`src/rtl/proximity_alert.sv`:
```
// proximity_alert: debounced, hysteretic proximity zone from echo width, driving a zone-dependent beep pattern.
module proximity_alert #(
  parameter int SAMPLE_DIV  = 1000,
  parameter int CRIT_TH     = 600,
  parameter int NEAR_TH     = 1500,
  parameter int MID_TH      = 3000,
  parameter int HYST        = 100,
  parameter int DEBOUNCE    = 3,
  parameter int BEEP_ON     = 2000,
  parameter int MID_PERIOD  = 20000,
  parameter int NEAR_PERIOD = 8000
) (
  input  logic        clk,
  input  logic        rst_n,
  input  logic [14:0] pulse,
  output logic [1:0]  zone,
  output logic        alert,
  output logic        buzz
);
  localparam int SW = (SAMPLE_DIV > 2) ? $clog2(SAMPLE_DIV) : 1;
  localparam int DW = $clog2(DEBOUNCE + 1);
  localparam int BW = $clog2((MID_PERIOD > NEAR_PERIOD ? MID_PERIOD : NEAR_PERIOD) + 1);
  localparam logic [SW-1:0] SMAX = SW'(SAMPLE_DIV - 1);
  localparam logic [DW-1:0] DMAX = DW'(DEBOUNCE);
  localparam logic [BW-1:0] ON = BW'(BEEP_ON);
  localparam logic [BW-1:0] MID_LAST = BW'(MID_PERIOD - 1);
  localparam logic [BW-1:0] NEAR_LAST = BW'(NEAR_PERIOD - 1);
  localparam logic [15:0] CRIT_L = 16'(CRIT_TH);
  localparam logic [15:0] NEAR_L = 16'(NEAR_TH);
  localparam logic [15:0] MID_L = 16'(MID_TH);
  localparam logic [15:0] CRIT_OUT = 16'(CRIT_TH + HYST);
  localparam logic [15:0] NEAR_OUT = 16'(NEAR_TH + HYST);
  localparam logic [15:0] MID_OUT = 16'(MID_TH + HYST);
  localparam logic [1:0] FAR = 2'd0, MID = 2'd1, NEAR = 2'd2, CRIT = 2'd3;
  localparam logic [1:0] IDLE = 2'd0, PATTERN = 2'd1, SOLID = 2'd2;

  logic [SW-1:0] smp_q, smp_d;
  logic [DW-1:0] cnt_q, cnt_d, cnt_nxt;
  logic [BW-1:0] beep_q, beep_d, beep_last;
  logic [1:0]    zone_q, zone_d, last_q, last_d, raw, cand, state;
  logic [15:0]   p16, lvl;
  logic          alert_q, alert_d, buzz_q, buzz_d, tick;

  always_comb begin
    tick = smp_q == SMAX;
    smp_d = tick ? '0 : smp_q + 1'b1;
    p16 = {1'b0, pulse};
    raw = p16 < CRIT_L ? CRIT : p16 < NEAR_L ? NEAR : p16 < MID_L ? MID : FAR;
    lvl = zone_q == CRIT ? CRIT_OUT : zone_q == NEAR ? NEAR_OUT : MID_OUT;
    // an outward move must clear the exit level of the current zone, else it counts as staying put
    cand = (raw < zone_q && p16 < lvl) ? zone_q : raw;
    cnt_nxt = (cand == last_q) ? cnt_q + 1'b1 : DW'(1);
    zone_d = zone_q;
    cnt_d = cnt_q;
    last_d = last_q;
    if (tick && pulse != '0) begin
      last_d = (cand == zone_q) ? last_q : cand;
      cnt_d = (cand == zone_q || cnt_nxt >= DMAX) ? '0 : cnt_nxt;
      zone_d = (cand != zone_q && cnt_nxt >= DMAX) ? cand : zone_q;
    end
    state = zone_q == FAR ? IDLE : zone_q == CRIT ? SOLID : PATTERN;
    beep_last = zone_q == MID ? MID_LAST : NEAR_LAST;
    beep_d = (zone_d != zone_q || state != PATTERN || beep_q == beep_last) ? '0 : beep_q + 1'b1;
    buzz_d = state == SOLID || (state == PATTERN && beep_q < ON);
    alert_d = zone_d != FAR;
  end

  always_ff @(posedge clk or negedge rst_n)
    if (!rst_n) begin
      smp_q <= '0;
      cnt_q <= '0;
      last_q <= FAR;
      zone_q <= FAR;
      beep_q <= '0;
      alert_q <= 1'b0;
      buzz_q <= 1'b0;
    end else begin
      smp_q <= smp_d;
      cnt_q <= cnt_d;
      last_q <= last_d;
      zone_q <= zone_d;
      beep_q <= beep_d;
      alert_q <= alert_d;
      buzz_q <= buzz_d;
    end

  assign zone = zone_q;
  assign alert = alert_q;
  assign buzz = buzz_q;
endmodule

```
`config.mk`:
```
export PLATFORM = sky130hd
export DESIGN_NAME = proximity_alert
export DESIGN_NICKNAME = d
export VERILOG_FILES = /design/src/rtl/proximity_alert.sv
export SDC_FILE = /design/constraint.sdc
export NUM_CORES = 1
export LEC_CHECK = 0
export CAP_MARGIN = 10
export CORE_MARGIN = 2
export CORE_UTILIZATION = 55
export CTS_CLUSTER_SIZE = 12
export DETAILED_ROUTE_END_ITERATION = 12
export DONT_BUFFER_PORTS = 1
export PLACE_DENSITY_LB_ADDON = 0.1
export SLEW_MARGIN = 5
export SYNTH_ARGS = -nofsm -noshare
export SYNTH_HDL_FRONTEND = slang
export SYNTH_SLANG_ARGS = --single-unit
```
`constraint.sdc`:
```
create_clock -name clk -period 4.2 [get_ports clk]
set_input_delay 0 -clock clk [delete_from_list [all_inputs] [get_ports clk]]
set_output_delay 0 -clock clk [all_outputs]
set_load 0.01 [all_outputs]
```
==> impl_metrics.tcl, run 1 <==
set metrics [dict create \
    mostFrequentLayoutCells "35 x nor2_1, 33 x dfrtp_1, 23 x nand2_1" \
    tightest_slew_ns 0.538 \
    path_delay_family "compound AO/OA/AOI/OAI gates" \
    synth_edf_count 0 \
    layout-drive-gt1-share_pct 8.50 \
    worst-endpoint-arrival_ns 3.98 \
    cp_slowest_stage_delay_ns 0.54 \
    hold_viol_final 0 \
    syn_avg_cell_area_um2 9.14 \
    r2r-start "zone[1]$_DFF_PN0_" \
    grt_pass1_wl_um 7450 \
    crit_buf_inv 0 \
    antenna_cells 0 \
    status "complete, no violations" \
    relSlewSlack_pct 64.1 \
    wirelength_um 4420 \
    postRouteAntennaNets 0 \
    cts_sinks 33 \
    die_x_um 67.2 \
    power_density_nw_per_um2 310 \
    dieArea_um2 4510 \
    max_cap_violations 0 \
    drt_pass1_iterations 4 \
    crit_fanout 11 \
    layout_commonest_cell "nor2_1" \
    p_total_uw 732 \
    syn-cell-area_um2 2190 \
    antenna_found_initial 0 \
    path_cells "ha_1 -> or2_2 -> ha_1 -> nand4b_1 -> a211oi_1 -> a211o_4 -> mux2i_1 -> a211o_1 -> or4b_4 -> o221ai_2 -> nor2_1" \
    io_buffers 0 \
    finalNetCount 279 \
    fin_crit_sh_pct 91.5 \
    numCtsBuffers 5 \
    ff2ff_path_depth 11 \
    worstReg2RegEnd "beep_q[8]$_DFF_PN0_" \
    p_leak_nw 1.01 \
    ios 21 \
    min_to "cnt_q[1]$_DFFE_PN0P_" \
    crit_path_end_kind "flip-flop" \
    ys_types 49 \
    min_path_cells 5 \
    ys_top_cells_by_area "dfrtp_1 38%, ha_1 8.6%, nor2_1 6.0%" \
    netlist_instances 240 \
    grt_pass1_vias 1662 \
    dp_hpwl_um 3410 \
    grt_max_degree 34 \
    startpoint_type "flip-flop" \
    syn_nets 272 \
    critical_path_depth 11 \
    clk_path_buf_depth 2 \
    instances_no_fill 295 \
    slew_violations 0 \
    htreeDepth 2 \
    ys_warn_count 0 \
    final.setup.tns_ns 0 \
    vdd_drop_max_uv 298 \
    grt_usage_pct 21.9 \
    critPathSlowestCell "or4b_4" \
    r2r_slack_ns 0.36 \
    cts_setup_buffers 0 \
    rsz0062_at_grt "false" \
    ys_seq_area_share_pct 37.6 \
    finClkSkew_ns 0.00583 \
    overflow 0 \
    die_h_um 67.2 \
    critPathRequiredTime_ns 4.33 \
    async_flop_share_pct 100 \
    yosysTopAreaCell "dfrtp_1" \
    setup_violations 0 \
    gp_congestion 0.822 \
    finalCriticalPeriod_ns 3.84 \
    synth_seq_cells 33 \
    clk_pin_slew_ns 0.07 \
    hold_ws_ns 0.0478 \
    wl_per_cell_um 15.0 \
    hp-start "pulse[8]" \
    num_rows 22 \
    ys.flop_type "dfrtp_1" \
    synth_top_area_share_pct 37.6 \
    vias 1755 \
    clk-insertion-delay-late_ns 0.27 \
    clock-root-buffer "clkbuf_8" \
    worst-setup-path-type "reg2reg" \
    syn2layout_area_growth_pct 7.70 \
    dpl.cell_count 286 \
    drc 0 \
    critical_path.most_common_cell "ha_1" \
    start_util_pct 58.6 \
    max_freq_ghz 0.260 \
    drt-initial-drc-count 86 \
    core_um2 3740 \
    vias_per_cell 5.95 \
    cts_tree "done" \
    hold_path_class "in2reg" \
]
registers in the layout, indices dropped and copies added (netlist names):
register / cells
alert: 1
zone: 2
smp_q: 10
buzz: 1
last_q: 2
cnt_q: 2
beep_q: 15
routing by layer:
layer | track usage, % | up-vias | wire [µm]
met3 | 4.17 | 7 | 175
met4 | 5.87 | 0 | 48
li1 | - | 883 | -
met2 | 35.8 | 38 | 2040
met1 | 29.8 | 827 | 2150
met5 | 0 | - | 0
where the power goes:
part | internal [mW] | switching (mW)
Clock | 0.130 | 0.103
Sequential | 0.349 | 0.0389
Combinational | 0.0527 | 0.0592
what timing repair did:
| action | CTS | global route |
|---|---|---|
| hold buffers | 2 | 0 |
| gates resized for setup | 0 | 0 |
| endpoints found under the hold margin | 33 | 0 |
layout make-up:
| class | instances | area (µm²) |
|---|---|---|
| clock buffer | 7 | 86.3 |
| fill | 333 | 1380 |
| inverter | 9 | 33.8 |
| multi-input combinational | 195 | 1320 |
| sequential | 33 | 826 |
| tap | 48 | 60.1 |
| timing repair buffer | 3 | 37.5 |
synth_stat cells, drive strengths merged, types with 2 or more instances:
master,instances
or4b,2
nand3,12
nand2b,3
ha,15
o21a,2
o211ai,3
clkbuf,2
inv,9
and3,5
o21ai,15
nand4,5
o221ai,2
a211oi,3
and2,3
o211a,2
nor2,35
o2111ai,2
nand2,23
nor3,8
xnor2,8
a2111oi,2
xor2,12
nand4b,2
a21oi,5
a211o,3
nor4,4
or3,2
mux2i,2
a31oi,3
dfrtp,33
nor2b,2
worst register-to-register path: cells and delay by family (launching register included):
kind                       cells  cell delay, ns
DFF                            1            0.50
and+or+nand+nor                4            1.10
muxes                          1            0.08
adders and majority gates      2            0.58
AOI/OAI and AO/OA              4            1.43
kinds of logic after synthesis:
family / Yosys count / share of synthesized area [%]
xor gates and xnor gates: 20 / 7.98
DFF: 33 / 37.6
muxes: 3 / 1.43
buffers and inverters: 12 / 2.22
adders and majority gates: 15 / 8.55
and+or+nand+nor: 111 / 26.0
AOI/OAI and AO/OA: 46 / 16.2
stage by stage:
stage | utilization [%] | instance area (µm²) | setup WS, ns
final | 63.1 | 2360 | 0.356
after global placement | 60.0 | 2250 | 0.468
after floorplan | - | 2190 | 0.745
after global routing | 63.1 | 2360 | 0.104
after CTS | 63.1 | 2360 | 0.331
after detailed placement | 60.0 | 2250 | 0.344
how the worst max path moves through the flow:
stage | endpoint | slack, ns | start
after floorplan | beep_q[5]$_DFF_PN0_ | 0.74 | zone[0]$_DFF_PN0_
after global placement | beep_q[12]$_DFF_PN0_ | 0.47 | zone[1]$_DFF_PN0_
after global routing | beep_q[8]$_DFF_PN0_ | 0.10 | zone[0]$_DFF_PN0_
after detailed placement | beep_q[8]$_DFF_PN0_ | 0.34 | zone[1]$_DFF_PN0_
final | beep_q[8]$_DFF_PN0_ | 0.36 | zone[1]$_DFF_PN0_
after CTS | beep_q[8]$_DFF_PN0_ | 0.33 | zone[1]$_DFF_PN0_
(Power assumes the default switching activity.)
==> run 2: changes to the inputs <==
- REMOVE_ABC_BUFFERS: not set -> 1
- TNS_END_PERCENT: not set -> 5
==> impl_metrics.tcl, run 2 (same netlist as run 1, synthesis figures left out) <==
set metrics [dict create \
    status "complete, no violations" \
    fin_crit_sh_pct 91.3 \
    multi_input_area_um2 1320 \
    relSlewSlack_pct 63.0 \
    layout_commonest_cell "nor2_1" \
    p_switching_uw 203 \
    die_x_um 67.2 \
    numCtsBuffers 5 \
    vdd_drop_max_uv 316 \
    finalNetCount 279 \
    critPathRequiredTime_ns 4.34 \
    postRouteAntennaNets 0 \
    cp_slowest_stage_delay_ns 0.54 \
    wirelength_um 4260 \
    clk_pin_slew_ns 0.07 \
    fill_cells 320 \
    p_leak_nw 1.01 \
    vias 1744 \
    cts_sinks 33 \
    antenna_found_initial 0 \
    num_rows 22 \
    max_freq_ghz 0.261 \
    pwr-share-seq_pct 52.4 \
    top_regs "beep_q: 15 flops, smp_q: 10 flops" \
    cts_tree "done" \
    clock-root-buffer "clkbuf_8" \
    clk-insertion-delay-late_ns 0.28 \
    regMostFlops "beep_q" \
    path_cells "ha_1 -> or2_2 -> ha_1 -> nand4b_1 -> a211oi_1 -> a211o_4 -> mux2i_1 -> a211o_1 -> or4b_4 -> o221ai_2 -> nor2_1" \
    rsz0062_at_grt "false" \
    switching_share_pct 27.7 \
    finClkSkew_ns 0.00759 \
    syn2layout_area_growth_pct 7.87 \
    finalCriticalPeriod_ns 3.84 \
    critical_path.most_common_cell "ha_1" \
    startpoint_type "flip-flop" \
    grt_max_degree 34 \
    layout-drive-gt1-share_pct 8.91 \
    p_clk_share_pct 32.3 \
    die_h_um 67.2 \
    drc 0 \
    critPathSlowestCell "or4b_4" \
    start_util_pct 58.6 \
    internal_power_uw 531 \
    wl_per_cell_um 14.4 \
    wl_met3_um 158 \
    crit_path_end_kind "flip-flop" \
    antenna_cells 0 \
    io_buffers 0 \
    dp_hpwl_um 3240 \
    tightest_slew_ns 0.555 \
    top_layer "met4" \
    slew_violations 0 \
    power_density_nw_per_um2 310 \
    drt_pass1_iterations 5 \
    mostFrequentLayoutCells "35 x nor2_1, 33 x dfrtp_1, 23 x nand2_1" \
    grt_usage_pct 21.1 \
    comb_power_share_pct 15.3 \
    worst-setup-path-type "reg2reg" \
    hold_viol_final 0 \
    ios 21 \
    grt_pass1_wl_um 7080 \
    vias_per_cell 5.91 \
    worst-endpoint-arrival_ns 3.98 \
    post_cts_resized 0 \
    gp_congestion 0.793 \
    drt-met1-wl_um 2130 \
    routed-wl-met2_um 1920 \
    dieArea_um2 4510 \
    overflow 0 \
    grt_pass1_vias 1558 \
    setup_violations 0 \
    hold_path_class "in2reg" \
    max_cap_violations 0 \
    crit_fanout 11 \
    largest_reg_flops 15 \
    clk_path_buf_depth 2 \
    htreeDepth 2 \
    regArea_um2 826 \
    hold_ws_ns 0.0607 \
    core_um2 3740 \
    drt-initial-drc-count 74 \
    final.setup.tns_ns 0 \
]
## run 2: cell count changes in the layout (fill, tap and decap cells not counted), sizes merged
cell      change
clkbuf        -1
clkinvlp      +1
## run 2: final timing paths
kind / from / endpoint / slack (ns) / depth (start not counted)
worst max-delay path: zone[1]$_DFF_PN0_ / beep_q[5]$_DFF_PN0_ / 0.36 / 11
worst min-delay path: pulse[8] / cnt_q[1]$_DFFE_PN0P_ / 0.06 / 5
worst max register to register: zone[1]$_DFF_PN0_ / beep_q[5]$_DFF_PN0_ / 0.36 / 11
worst min register to register: smp_q[0]$_DFF_PN0_ / smp_q[0]$_DFF_PN0_ / 0.48 / 1
max in group asynchronous: rst_n / last_q[0]$_DFFE_PN0P_ / 3.86 / 2
min in group asynchronous: rst_n / smp_q[4]$_DFF_PN0_ / 0.16 / 2
## run 2: area by class of cell
class                           count  share of cell area (%)
Multi-Input combinational cell    195                    55.8
Sequential cell                    33                    34.9
Clock buffer                        6                    3.49
Tap cell                           48                    2.54
Timing Repair Buffer                3                    1.59
Inverter                            9                    1.43
Clock inverter                      1                   0.317
## run 2: through the flow
step,total power [mW],setup slack [ns],instance area (µm²),utilization [%],instances
global route,0.781,0.140,2370,63.2,295
global placement,0.492,0.493,2250,60.0,286
CTS,0.746,0.339,2370,63.2,295
floorplan,0.468,0.691,2180,-,237
detailed placement,0.493,0.396,2250,60.0,286
finish,0.734,0.364,2370,63.2,295
## run 2: power by group through the flow
stage	registers [mW]	logic, mW	clock network [mW]
3_3_place_gp	0.391	0.101	0
6_report	0.385	0.112	0.237
5_1_grt	0.390	0.131	0.259
3_5_place_dp	0.390	0.103	0
2_1_floorplan	0.382	0.0863	0
4_1_cts	0.384	0.114	0.248
## run 2: repair_timing
item / CTS / global route
buffers inserted: 0 / 0
hold buffers: 2 / 0
endpoints found under the hold margin: 33 / 0
## run 2: per-layer routing
layer | vias to the layer above | global-route usage (%)
met5 | - | 0
met1 | 817 | 28.7
met2 | 35 | 33.7
met4 | 0 | 5.61
li1 | 887 | -
met3 | 5 | 5.17
## run 2: critical path: cells and delay by family, from the launching register on
| family | cells | cell delay, ns |
|---|---|---|
| AO/OA/AOI/OAI | 4 | 1.45 |
| multiplexers | 1 | 0.08 |
| AND/OR/NAND/NOR | 4 | 1.08 |
| adder cells (fa/ha/maj) | 2 | 0.60 |
| flip-flops | 1 | 0.49 |
==> run 3: changes to the inputs <==
- PLACE_DENSITY_LB_ADDON: 0.1 -> 0.15
- SETUP_SLACK_MARGIN: not set -> 0.15
==> impl_metrics.tcl, run 3 (same netlist as run 1, synthesis figures left out) <==
set metrics [dict create \
    vdd_drop_max_uv 191 \
    r2r-start "zone[0]$_DFF_PN0_" \
    htreeDepth 2 \
    final.setup.tns_ns 0 \
    grt_usage_pct 21.8 \
    start_util_pct 58.6 \
    max_cap_violations 0 \
    setup_violations 0 \
    hold_path_class "in2reg" \
    worst-endpoint-arrival_ns 3.89 \
    die_x_um 67.2 \
    critPathRequiredTime_ns 4.34 \
    vias 1758 \
    mostFrequentLayoutCells "35 x nor2_1, 32 x dfrtp_1, 23 x nand2_1" \
    overflow 0 \
    numCtsBuffers 5 \
    die_h_um 67.2 \
    grt_pass1_vias 1716 \
    dpl-instance-area_um2 2240 \
    finClkSkew_ns 0.00764 \
    ios 21 \
    cts_sinks 33 \
    vias_per_cell 5.98 \
    core_um2 3740 \
    relSlewSlack_pct 73.6 \
    clk_path_buf_depth 2 \
    antenna_cells 0 \
    postLayoutCellArea_um2 2370 \
    cp-endpoint "beep_q[2]$_DFF_PN0_" \
    num_rows 22 \
    largest_reg_flops 15 \
    final_util_pct 63.3 \
    worst-setup-path-type "reg2reg" \
    drt_pass1_iterations 4 \
    top_regs "beep_q: 15 flops, smp_q: 10 flops" \
    instances_no_fill 294 \
    dieArea_um2 4510 \
    rsz0062_at_grt "false" \
    finalNetCount 278 \
    power_density_nw_per_um2 309 \
    wirelength_um 4370 \
    tightest_slew_ns 0.386 \
    crit_fanout 9 \
    syn2layout_area_growth_pct 7.92 \
    cts_tree "done" \
    hold_ws_ns 0.0561 \
    finalCriticalPeriod_ns 3.75 \
    multi_input_area_um2 1330 \
    regMostFlops "beep_q" \
    fin_crit_sh_pct 89.2 \
    grt_max_degree 34 \
    r2r_slack_ns 0.45 \
    postRouteAntennaNets 0 \
    layout_commonest_cell "nor2_1" \
    layout-drive-gt1-share_pct 8.54 \
    clk_pin_slew_ns 0.06 \
    hold_viol_final 0 \
    gp_congestion 0.819 \
    worstReg2RegEnd "beep_q[2]$_DFF_PN0_" \
    status "complete, no violations" \
    p_leak_nw 1.01 \
    wl_per_cell_um 14.9 \
    grt_pass1_wl_um 7390 \
    crit_start "zone[0]$_DFF_PN0_" \
    ff2ff_path_depth 12 \
    fill_cells 311 \
    io_buffers 0 \
    regArea_um2 827 \
    max_freq_ghz 0.267 \
    drc 0 \
    dp_hpwl_um 3190 \
    antenna_found_initial 0 \
    clock-root-buffer "clkbuf_8" \
    clk-insertion-delay-late_ns 0.28 \
    dpl.cell_count 285 \
    startpoint_type "flip-flop" \
    crit_path_end_kind "flip-flop" \
    drt-initial-drc-count 108 \
    slew_violations 0 \
]
==> run 3: cell count changes in the layout (fill, tap and decap cells not counted), sizes merged <==
cell	before	now
buf	2	1
clkinvlp	1	0
clkbuf	6	7
==> run 3: layout make-up <==
cell class,instances,area share [%]
Timing Repair Buffer,2,1.27
Tap cell,48,2.54
Multi-Input combinational cell,195,56.2
Sequential cell,33,34.9
Clock buffer,7,3.65
Inverter,9,1.43
==> run 3: metrics by stage <==
| step | setup slack (ns) | power (mW) |
|---|---|---|
| 6_report | 0.452 | 0.732 |
| 5_1_grt | 0.216 | 0.774 |
| 4_1_cts | 0.246 | 0.739 |
| 3_5_place_dp | 0.267 | 0.493 |
| 3_3_place_gp | 0.374 | 0.490 |
| 2_1_floorplan | 0.691 | 0.468 |
==> run 3: worst min-delay path by stage <==
stage / slack [ns] / cells after the start / start / end
floorplan: -0.30 / 0 / rst_n / alert$_DFF_PN0_
global placement: -0.29 / 0 / rst_n / smp_q[8]$_DFF_PN0_
detailed placement: -0.29 / 0 / rst_n / smp_q[9]$_DFF_PN0_
CTS: 0.06 / 5 / pulse[8] / cnt_q[1]$_DFFE_PN0P_
global route: 0.08 / 5 / pulse[8] / cnt_q[1]$_DFFE_PN0P_
finish: 0.06 / 5 / pulse[8] / cnt_q[1]$_DFFE_PN0P_
==> run 3: routing by layer <==
layer	part of all wire [%]	routed length, µm	track usage (%)
met1	48	2110	28.5
met2	47	2050	35.0
met3	3.1	135	4.33
met4	1.6	70	10.2
met5	0	0	0
==> run 3: what timing repair did <==
action,CTS,global route
buffers inserted,0,0
hold endpoints to repair,33,0
endpoints found under the setup margin,0,17
gates resized for setup,0,2
hold buffers,2,0
==> run 3: power by group <==
part           switching (mW)  internal, mW
Sequential             0.0380         0.349
Clock                   0.103         0.130
Combinational          0.0604        0.0527
==> run 3: worst max-delay path, stage by stage (launching register included) <==
cell	delay, ns
dfrtp_2	0.49
inv_1	0.13
ha_1	0.21
or2_2	0.29
ha_1	0.31
nand4b_1	0.10
a211oi_1	0.34
a211o_4	0.25
mux2i_1	0.09
a211o_1	0.38
or4b_4	0.55
o21ai_1	0.36
nor2_1	0.10
